File: config.mk
export PLATFORM = sky130hd
export DESIGN_NAME = col_idct_flat
export DESIGN_NICKNAME = d
export VERILOG_FILES = /design/src/rtl/col_idct_if.sv /design/src/rtl/col_idct.sv /design/src/flat_wrapper.sv
export SDC_FILE = /design/constraint.sdc
export NUM_CORES = 2
export LEC_CHECK = 0
export ABC_AREA = 1
export CAP_MARGIN = 10
export CORE_ASPECT_RATIO = 0.8
export CORE_MARGIN = 3
export CORE_UTILIZATION = 60
export CTS_CLUSTER_DIAMETER = 60
export CTS_CLUSTER_SIZE = 24
export DETAILED_ROUTE_END_ITERATION = 7
export MAX_ROUTING_LAYER = met4
export PLACE_DENSITY = 0.77
export SETUP_SLACK_MARGIN = 0.3
export SYNTH_ARGS = -nofsm -noshare
export SYNTH_HDL_FRONTEND = slang
export SYNTH_SLANG_ARGS = --single-unit
File: constraint.sdc
create_clock -name i_clk -period 27.1 [get_ports i_clk]
set_input_delay 8.13 -clock i_clk [delete_from_list [all_inputs] [get_ports i_clk]]
set_output_delay 8.13 -clock i_clk [all_outputs]
set_load 0.01 [all_outputs]
File: src/rtl/col_idct_if.sv
// col_idct_if: stream bundle for the column inverse DCT.
// Input side carries one column of coefficients with valid/ready; output side carries
// the eight saturated samples, valid/ready, and the block column index / last marker.
// Optional feature: COL_IDCT_SATFLAG_EN adds the per-sample clamp flags o_sat.
interface col_idct_if #(
  parameter int IN_W  = 12,
  parameter int OUT_W = 8
);

  // Input vector handshake
  logic                    i_valid;
  logic                    i_ready;
  logic signed [IN_W-1:0]  i_coef [8];

  // Output vector handshake
  logic                    o_valid;
  logic                    o_ready;
  logic signed [OUT_W-1:0] o_data [8];
  logic [2:0]              o_col_idx;
  logic                    o_last;
`ifdef COL_IDCT_SATFLAG_EN
  logic [7:0]              o_sat;
`endif

`ifdef COL_IDCT_SATFLAG_EN
  // Transform block side
  modport slave (
    input  i_valid, i_coef, o_ready,
    output i_ready, o_valid, o_data, o_col_idx, o_last, o_sat
  );

  // Producer/consumer side
  modport master (
    output i_valid, i_coef, o_ready,
    input  i_ready, o_valid, o_data, o_col_idx, o_last, o_sat
  );
`else
  // Transform block side
  modport slave (
    input  i_valid, i_coef, o_ready,
    output i_ready, o_valid, o_data, o_col_idx, o_last
  );

  // Producer/consumer side
  modport master (
    output i_valid, i_coef, o_ready,
    input  i_ready, o_valid, o_data, o_col_idx, o_last
  );
`endif

endinterface : col_idct_if

File: src/rtl/col_idct.sv
// col_idct: 8-point 1-D inverse DCT over one column of signed coefficients.
//   x_n = sat((128*X0 + sum_k X_k*M[n][k] + 512) >>> 10), bit-exact, no early truncation.
// Pipeline: S1 registers the input, S2 forms even/odd butterfly sums at ACC_W,
// S3 combines, rounds, saturates into the output registers. One global enable
// (downstream not stalling) advances every stage, so throughput is one vector per cycle.
// ACC_W must be >= IN_W+12 so the widest sum cannot overflow.
// Optional feature: define COL_IDCT_SATFLAG_EN to add bus.o_sat (one clamp flag per sample).
module col_idct #(
  parameter int IN_W  = 12,
  parameter int OUT_W = 8,
  parameter int ACC_W = 24
) (
  input  logic      i_clk,
  input  logic      i_rst,
  col_idct_if.slave bus
);

  typedef logic signed [ACC_W-1:0] acc_t;
  typedef logic signed [IN_W-1:0]  coef_t;
  typedef logic signed [OUT_W-1:0] samp_t;

  // Basis magnitudes round(256*cos(k*pi/16)); the DC weight is 128 = 256*cos(pi/4)/sqrt2 scaled.
  localparam acc_t K_DC  = acc_t'(128);
  localparam acc_t K_C1  = acc_t'(251);
  localparam acc_t K_C2  = acc_t'(237);
  localparam acc_t K_C3  = acc_t'(213);
  localparam acc_t K_C4  = acc_t'(181);
  localparam acc_t K_C5  = acc_t'(142);
  localparam acc_t K_C6  = acc_t'(98);
  localparam acc_t K_C7  = acc_t'(50);
  localparam acc_t K_RND = acc_t'(512);
  localparam int   SHIFT = 10;

  localparam acc_t SAT_MAX = acc_t'((2 ** (OUT_W - 1)) - 1);
  localparam acc_t SAT_MIN = acc_t'(-(2 ** (OUT_W - 1)));

  // ---------------------------------------------------------------------------
  // Global enable: the whole pipe moves unless the output holds a stalled vector.
  // ---------------------------------------------------------------------------
  logic en;
  logic o_valid_q, o_valid_d;

  assign en          = !o_valid_q || bus.o_ready;
  assign bus.i_ready = en;

  // ---------------------------------------------------------------------------
  // Stage 1: input capture
  // ---------------------------------------------------------------------------
  logic  s1_valid_q, s1_valid_d;
  coef_t s1_coef_q [8];
  coef_t s1_coef_d [8];

  // Stage 1 next state: take the incoming vector whenever the pipe advances.
  always_comb begin
    // NOTE: every combinational output gets a default first, so no path can infer a latch.
    s1_valid_d = s1_valid_q;
    s1_coef_d  = s1_coef_q;
    if (en) begin
      s1_valid_d = bus.i_valid;
      s1_coef_d  = bus.i_coef;
    end
  end

  // ---------------------------------------------------------------------------
  // Stage 2: even/odd butterfly partial sums at full accumulator width
  // ---------------------------------------------------------------------------
  acc_t x [8];

  // Sign-extend the registered coefficients to accumulator width before any product.
  always_comb begin
    for (int k = 0; k < 8; k++) begin
      x[k] = acc_t'(s1_coef_q[k]);
    end
  end

  // Shared even-half products; x_n and x_(7-n) reuse the same even and odd terms.
  acc_t p_dc, p_x4c4, p_x2c2, p_x2c6, p_x6c2, p_x6c6;

  // Even-part products of the DC, X2, X4 and X6 coefficients.
  always_comb begin
    p_dc   = x[0] * K_DC;
    p_x4c4 = x[4] * K_C4;
    p_x2c2 = x[2] * K_C2;
    p_x2c6 = x[2] * K_C6;
    p_x6c2 = x[6] * K_C2;
    p_x6c6 = x[6] * K_C6;
  end

  logic s2_valid_q, s2_valid_d;
  acc_t s2_even_q [4];
  acc_t s2_even_d [4];
  acc_t s2_odd_q  [4];
  acc_t s2_odd_d  [4];

  // Stage 2 next state: even sums E_n and odd sums O_n for n = 0..3.
  always_comb begin
    s2_valid_d = s2_valid_q;
    s2_even_d  = s2_even_q;
    s2_odd_d   = s2_odd_q;
    if (en) begin
      s2_valid_d   = s1_valid_q;

      s2_even_d[0] = p_dc + p_x4c4 + p_x2c2 + p_x6c6;
      s2_even_d[1] = p_dc - p_x4c4 + p_x2c6 - p_x6c2;
      s2_even_d[2] = p_dc - p_x4c4 - p_x2c6 + p_x6c2;
      s2_even_d[3] = p_dc + p_x4c4 - p_x2c2 - p_x6c6;

      s2_odd_d[0]  =  x[1] * K_C1 + x[3] * K_C3 + x[5] * K_C5 + x[7] * K_C7;
      s2_odd_d[1]  =  x[1] * K_C3 - x[3] * K_C7 - x[5] * K_C1 - x[7] * K_C5;
      s2_odd_d[2]  =  x[1] * K_C5 - x[3] * K_C1 + x[5] * K_C7 + x[7] * K_C3;
      s2_odd_d[3]  =  x[1] * K_C7 - x[3] * K_C5 + x[5] * K_C3 - x[7] * K_C1;
    end
  end

  // ---------------------------------------------------------------------------
  // Stage 3: combine, round, floor-shift, saturate
  // ---------------------------------------------------------------------------
  acc_t sum [8];

  // Butterfly combine with the rounding constant folded in: x_n = E+O, x_(7-n) = E-O.
  always_comb begin
    for (int n = 0; n < 4; n++) begin
      sum[n]     = s2_even_q[n] + s2_odd_q[n] + K_RND;
      sum[7 - n] = s2_even_q[n] - s2_odd_q[n] + K_RND;
    end
  end

  samp_t data_q [8];
  samp_t data_d [8];
  logic  [7:0] clamp_flag;

  // Output data next state: arithmetic shift (floor) then clamp to the sample range.
  always_comb begin
    data_d     = data_q;
    clamp_flag = '0;
    for (int n = 0; n < 8; n++) begin
      acc_t shifted;
      shifted = sum[n] >>> SHIFT;
      if (shifted > SAT_MAX) begin
        clamp_flag[n] = 1'b1;
        if (en) data_d[n] = samp_t'(SAT_MAX);
      end else if (shifted < SAT_MIN) begin
        clamp_flag[n] = 1'b1;
        if (en) data_d[n] = samp_t'(SAT_MIN);
      end else begin
        if (en) data_d[n] = samp_t'(shifted);
      end
    end
  end

  // Output valid follows stage 2 when the pipe advances, otherwise holds.
  always_comb begin
    o_valid_d = o_valid_q;
    if (en) o_valid_d = s2_valid_q;
  end

  // ---------------------------------------------------------------------------
  // Column counter: counts output transfers, wraps every 8 columns.
  // ---------------------------------------------------------------------------
  logic [2:0] col_q, col_d;

  // Advance only on an accepted output; bubbles and stalls leave it alone.
  always_comb begin
    col_d = col_q;
    if (o_valid_q && bus.o_ready) col_d = col_q + 3'd1;
  end

`ifdef COL_IDCT_SATFLAG_EN
  logic [7:0] sat_q, sat_d;

  // Clamp flags travel with the output data and hold during a stall.
  always_comb begin
    sat_d = sat_q;
    if (en) sat_d = clamp_flag;
  end
`endif

  // ---------------------------------------------------------------------------
  // Registers
  // ---------------------------------------------------------------------------

  // Control and output registers: synchronous reset drops in-flight vectors and clears outputs.
  always_ff @(posedge i_clk) begin
    // NOTE: clocked state uses non-blocking assignments; combinational blocks use blocking ones.
    if (i_rst) begin
      s1_valid_q <= 1'b0;
      s2_valid_q <= 1'b0;
      o_valid_q  <= 1'b0;
      col_q      <= 3'd0;
      data_q     <= '{default: '0};
    end else begin
      s1_valid_q <= s1_valid_d;
      s2_valid_q <= s2_valid_d;
      o_valid_q  <= o_valid_d;
      col_q      <= col_d;
      data_q     <= data_d;
    end
  end

`ifdef COL_IDCT_SATFLAG_EN
  // Clamp flag register: cleared by reset like the output data.
  always_ff @(posedge i_clk) begin
    if (i_rst) sat_q <= '0;
    else       sat_q <= sat_d;
  end
`endif

  // Pipeline data registers for stages 1 and 2.
  always_ff @(posedge i_clk) begin
    // NOTE: these carry no reset; their contents only matter while the matching valid bit is set.
    s1_coef_q <= s1_coef_d;
    s2_even_q <= s2_even_d;
    s2_odd_q  <= s2_odd_d;
  end

  // ---------------------------------------------------------------------------
  // Outputs
  // ---------------------------------------------------------------------------
  assign bus.o_valid   = o_valid_q;
  assign bus.o_data    = data_q;
  assign bus.o_col_idx = col_q;
  assign bus.o_last    = o_valid_q && (col_q == 3'd7);
`ifdef COL_IDCT_SATFLAG_EN
  assign bus.o_sat     = sat_q;
`else
  // The clamp flags are only consumed by the optional flag port.
  logic unused_clamp;
  assign unused_clamp = ^clamp_flag;
`endif

endmodule : col_idct

File: src/flat_wrapper.sv
// flat-port wrapper written by rule: the top's interface ports become plain ports
module col_idct_flat 
#(
  parameter int IN_W  = 12,
  parameter int OUT_W = 8,
  parameter int ACC_W = 24
)
  (i_clk, i_rst, bus_i_valid, bus_i_coef, bus_o_ready, bus_i_ready, bus_o_valid, bus_o_data, bus_o_col_idx, bus_o_last);
  col_idct_if #(.IN_W(IN_W), .OUT_W(OUT_W)) bus_i ();
  input  logic i_clk;
  input  logic i_rst;
  input wire logic [$bits(bus_i.i_valid)-1:0] bus_i_valid;
  input wire logic [$bits(bus_i.i_coef)-1:0] bus_i_coef;
  input wire logic [$bits(bus_i.o_ready)-1:0] bus_o_ready;
  output wire logic [$bits(bus_i.i_ready)-1:0] bus_i_ready;
  output wire logic [$bits(bus_i.o_valid)-1:0] bus_o_valid;
  output wire logic [$bits(bus_i.o_data)-1:0] bus_o_data;
  output wire logic [$bits(bus_i.o_col_idx)-1:0] bus_o_col_idx;
  output wire logic [$bits(bus_i.o_last)-1:0] bus_o_last;
  assign bus_i.i_valid = bus_i_valid;
  assign bus_i.i_coef = {>>{bus_i_coef}};
  assign bus_i.o_ready = bus_o_ready;
  assign bus_i_ready = bus_i.i_ready;
  assign bus_o_valid = bus_i.o_valid;
  assign bus_o_data = {>>{bus_i.o_data}};
  assign bus_o_col_idx = bus_i.o_col_idx;
  assign bus_o_last = bus_i.o_last;
  col_idct #(.IN_W(IN_W), .OUT_W(OUT_W), .ACC_W(ACC_W)) u_core (.i_clk(i_clk), .i_rst(i_rst), .bus(bus_i));
endmodule
**Yosys cells after proc, flatten, opt, wreduce, memory -nomap -nowiden**

Index checks and enable logic that the tools add are counted.

- Bits of input ports: 100
- Register bits: 358
- Logic and storage cells: 135

- $add $sub $neg: 39
- Multipliers: 21
- Multiplexer cells: 26
- Reductions and logical operators: 4
- Magnitude comparators: 16
- Equal/unequal tests: 1

Operators with widths:

| kind | number |
|---|---|
| 24-bit adder | 14 |
| 24-bit subtractor | 14 |
| 12-bit by 9-bit multiplier with 21-bit output (second input constant) | 11 |
| 8-bit two-way mux | 26 |
| 24-bit by 11-bit adder with 24-bit output (second input constant) | 8 |
| 14-bit by 8-bit greater-than comparator with 1-bit output (second input constant) | 8 |
| 14-bit by 8-bit less-than comparator with 1-bit output (second input constant) | 8 |
| 12-bit by 8-bit multiplier with 20-bit output (second input constant) | 4 |
| 12-bit by 6-bit multiplier with 18-bit output (second input constant) | 4 |
| 12-bit by 7-bit multiplier with 19-bit output (second input constant) | 2 |
| 19-bit by 21-bit adder with 22-bit output | 1 |
| 19-bit by 21-bit subtractor with 22-bit output | 1 |
| 3-bit by 1-bit adder with 3-bit output (second input constant) | 1 |
| 3-bit equality test (second input constant) | 1 |
| 1-bit logical AND | 2 |
| 1-bit zero test | 1 |
| 1-bit logical OR | 1 |

**Logic depth before layout (Yosys ltp)**

- Depth in word-level cells: 5
- Mapped depth: 41
- Gate-level depth less buffers: 41

**Least setup slack after synthesis**

No wires, ideal clock.

- Path kind: input port to output port
- From: input port bus_o_ready
- To: output port bus_i_ready
- Slack: 6958 ps
- Stages on the path: 4
- Data required time: 18970 ps
- Buffers on the path: 2
- Data arrival time: 12012 ps
- Path through: nor2_1 clkinv_1 clkbuf_1 buf_2

- Cells in the longest elaborated chain, start to end: 1

Ends and longest elaborated chain:

| item | RTL line | source |
|---|---|---|
| start, declared | flat_wrapper.sv:14 | `input wire logic [$bits(bus_i.o_ready)-1:0] bus_o_ready;` |
| 1-bit logical OR | col_idct.sv:43 | `assign en = !o_valid_q \|\| bus.o_ready;` |
| end, declared | flat_wrapper.sv:15 | `output wire logic [$bits(bus_i.i_ready)-1:0] bus_i_ready;` |

Every way passes these cells.

**Final worst setup path**

Same ends and word-level chain as after synthesis.

==> impl_metrics.yaml <==
synthesis:
  synth.cell_area_um2: 76700
  synth_cell_types: 65
  muxShareOfSynthArea_pct: 0
  netlist_instances: 9646
  synth_top_family_by_area: "adder cells"
  synth_enable_flop_cells: 286
  synth-seq-cells: 356
  synth_xor_area_share_pct: 6.53
  ys.flop_type: "edfxtp_1"
  synth_warnings: 0
  synthAdderAreaFrac_pct: 44.0
  synth-simple-area-share_pct: 15.0
  syn-num-nets: 12000
  syn_avg_cell_area_um2: 7.96
  ys_seq_area_share_pct: 13.0
  synth_compound_area_share_pct: 9.14
  async_flop_share_pct: 0
cts:
  clock-sinks: 356
  htreeDepth: 2
  post_cts_buffers: 0
  clockRootBuffer: "clkbuf_16"
  clk_pin_slew_ns: 0.06
  clock_latency_ns: 0.68
  cts_buffers: 42
  ctsResizeCount: 0
  cts_tree: "yes"
  clock_path_buffers: 3
  cts_hold_buf: 0
timing:
  setup_viol: 0
  finalHoldViolations: 0
  rsz0062_at_grt: "no"
  worstMarginPinSlew_ns: 1.39
  layout_worst_path_cycle_share_pct: 68.1
  finalSetupTns_ns: 0
  clock_skew_ns: 0.0586
  clock.fmax_mhz: 54.2
  period_needed_ns: 18.44
  slew_viol_final: 0
  relSlewSlack_pct: 6.41
die:
  core-area_um2: 126000
  rows: 116
  io_pins: 170
  fp.dieW_um: 406
  fp.dieArea_um2: 132000
  start_util_pct: 60.9
  die_y_um: 326
worst_setup_path:
  critPathLaunch: "bus_o_ready"
  cp.required_ns: 18.97
  cp_slowest_cell: "clkdlybuf4s50_1"
  end_kind: "primary output"
  regToRegSetupSlack_ns: 18.03
  worstRegToRegCells: 39
  crit_top_cell: "clkdlybuf4s50_1"
  worstSetupEndpoint: "bus_i_ready"
  r2r_start: "u_core.s1_coef_q[43]$_DFFE_PP_"
  cp_data_arrival_time_ns: 10.31
  path_cells: "clkdlybuf4s50_1 > nor2_4 > buf_4 > inv_8 > clkdlybuf4s50_1"
  path_max_fanout: 110
  r2r_end: "u_core.s2_even_q[70]$_DFFE_PP_"
  cpPeakStageDelay_ns: 0.68
  crit_path_start_kind: "input port"
  crit_family: "buffers and inverters"
  worst-path-buf-inv: 4
  worstSetupPathDepth: 5
  critPathKind: "input port to primary output"
global_routing:
  grt_max_degree: 111
  grt_use_met3_pct: 12.9
  grt_util_met1_pct: 56.4
  antenna_found_initial: 11
  grt_pass1_wl_um: 384000
  grt_util_met2_pct: 54.7
  top_usage_layer: "met1"
  grt_util_all_layers_pct: 39.8
  grt_overflow: 0
  grt_pass1_vias: 64400
placement:
  place_congestion: 1.11
  dp.final_hpwl_um: 223000
  io_buffer_count: 169
drt:
  vias_per_cell: 5.64
  drt-initial-drc-count: 6343
  vias: 65100
  antenna_left: 0
  post-route-drc-count: 0
  wl_per_cell_um: 22.0
  totalWireLength_um: 254000
  first_pass_iters: 6
finish:
  finalCoreUtilization_pct: 65.3
  layout.nets: 12200
  drive_gt1_share_pct: 2.61
  syn_to_final_growth_pct: 7.13
flow_run:
  drv_cap: 0
min_path:
  worstHoldPathCells: 2
  hp-start: "u_core.bus.o_data[15]$_SDFFE_PP0P_"
  min_path_type: "flop to flop"
outcome:
  status: "completed"
==> per-stage QoR <==
step | std cells | setup slack, ns | hold WS (ns) | instance area [µm²]
final | 11500 | 8.66 | 0.472 | 82200
after global routing | 11500 | 8.59 | 0.497 | 82200
after CTS | 11500 | 8.61 | 0.469 | 82200
after detailed placement | 11500 | 8.63 | 0.460 | 80600
after global placement | 11500 | 8.64 | 0.455 | 80600
after floorplan | 9646 | 6.96 | 0.430 | 76700
==> worst min path at each step <==
stage,endpoint
finish,u_core.bus.o_data[15]$_SDFFE_PP0P_
global route,u_core.bus.o_data[39]$_SDFFE_PP0P_
CTS,u_core.bus.o_data[15]$_SDFFE_PP0P_
detailed placement,u_core.bus.o_data[15]$_SDFFE_PP0P_
global placement,u_core.bus.o_data[15]$_SDFFE_PP0P_
floorplan,u_core.s2_valid_q$_SDFFE_PP0P_
==> registers in the layout, summed over array words and instances, names as in the netlist <==
| name | cells |
|---|---|
| u_core.s1_coef_q | 96 |
| u_core.s2_odd_q | 96 |
| u_core.s2_even_q | 94 |
| u_core.bus.o_data | 64 |
| u_core.bus.o_col_idx | 3 |
| u_core.bus.o_valid | 1 |
| u_core.s1_valid_q | 1 |
| u_core.s2_valid_q | 1 |
==> worst reg2reg max path: cells and delay by family (launching register included) <==
kind / cells / cell delay (ns)
buffers and inverters: 6 / 0.46
xor gates and xnor gates: 3 / 1.21
adders and majority gates: 8 / 3.41
and+or+nand+nor: 21 / 3.13
AOI/OAI and AO/OA: 1 / 0.22
DFF: 1 / 0.52
==> layer usage <==
metal / up-vias / routed length (µm)
li1: 30700 / -
met1: 31400 / 113000
met2: 2726 / 102000
met3: 359 / 32600
met4: 0 / 7540
met5: - / 0
==> cell usage in the layout (no fill, tap or decap), types with 286 or more instances in the layout <==
cell type / count
xor2_1: 374
a21oi_1: 678
fa_1: 817
edfxtp_1: 286
inv_1: 2458
nand3_1: 309
o21ai_0: 321
nor2_1: 409
ha_1: 1392
nand2_1: 1710
==> cells by family after synthesis <==
group	Yosys count
and+or+nand+nor	2739
buffers and inverters	2508
adders and majority gates	2209
AOI/OAI and AO/OA	1263
xor gates and xnor gates	571
DFF	356
==> Yosys cell counts, drive strengths merged, types with 6 or more instances <==
cell type / instances / area (µm²)
inv: 2476 / 9290
nand2: 1747 / 6670
ha: 1392 / 17400
fa: 817 / 16400
a21oi: 690 / 3520
nor2: 442 / 1750
xor2: 375 / 3290
o21ai: 351 / 1780
nand3: 317 / 1630
edfxtp: 286 / 8590
xnor2: 196 / 1720
nand4: 98 / 619
nor3: 75 / 462
dfxtp: 70 / 1400
o21bai: 59 / 477
a31oi: 33 / 213
a21o: 29 / 219
nor4: 20 / 125
a21boi: 19 / 150
clkbuf: 18 / 67.6
o31ai: 17 / 128
o211ai: 14 / 105
and2: 13 / 81.3
buf: 11 / 57.6
nand3b: 11 / 86.3
a211oi: 10 / 75.1
o2111ai: 10 / 87.6
o21a: 10 / 75.1
or2: 9 / 56.3
o221ai: 6 / 52.6
==> area by class of cell <==
class	count	area (µm²)
Multi-Input combinational cell	6782	57300
Fill cell	10900	43800
Sequential cell	356	9990
Inverter	2479	9310
Tap cell	1652	2070
Timing Repair Buffer	196	1890
Clock buffer	43	1050
Clock inverter	34	553
Antenna cell	6	15.0
Power is not shown: default switching activity piles up to over one toggle a cycle in this logic, so the estimate is an artifact.
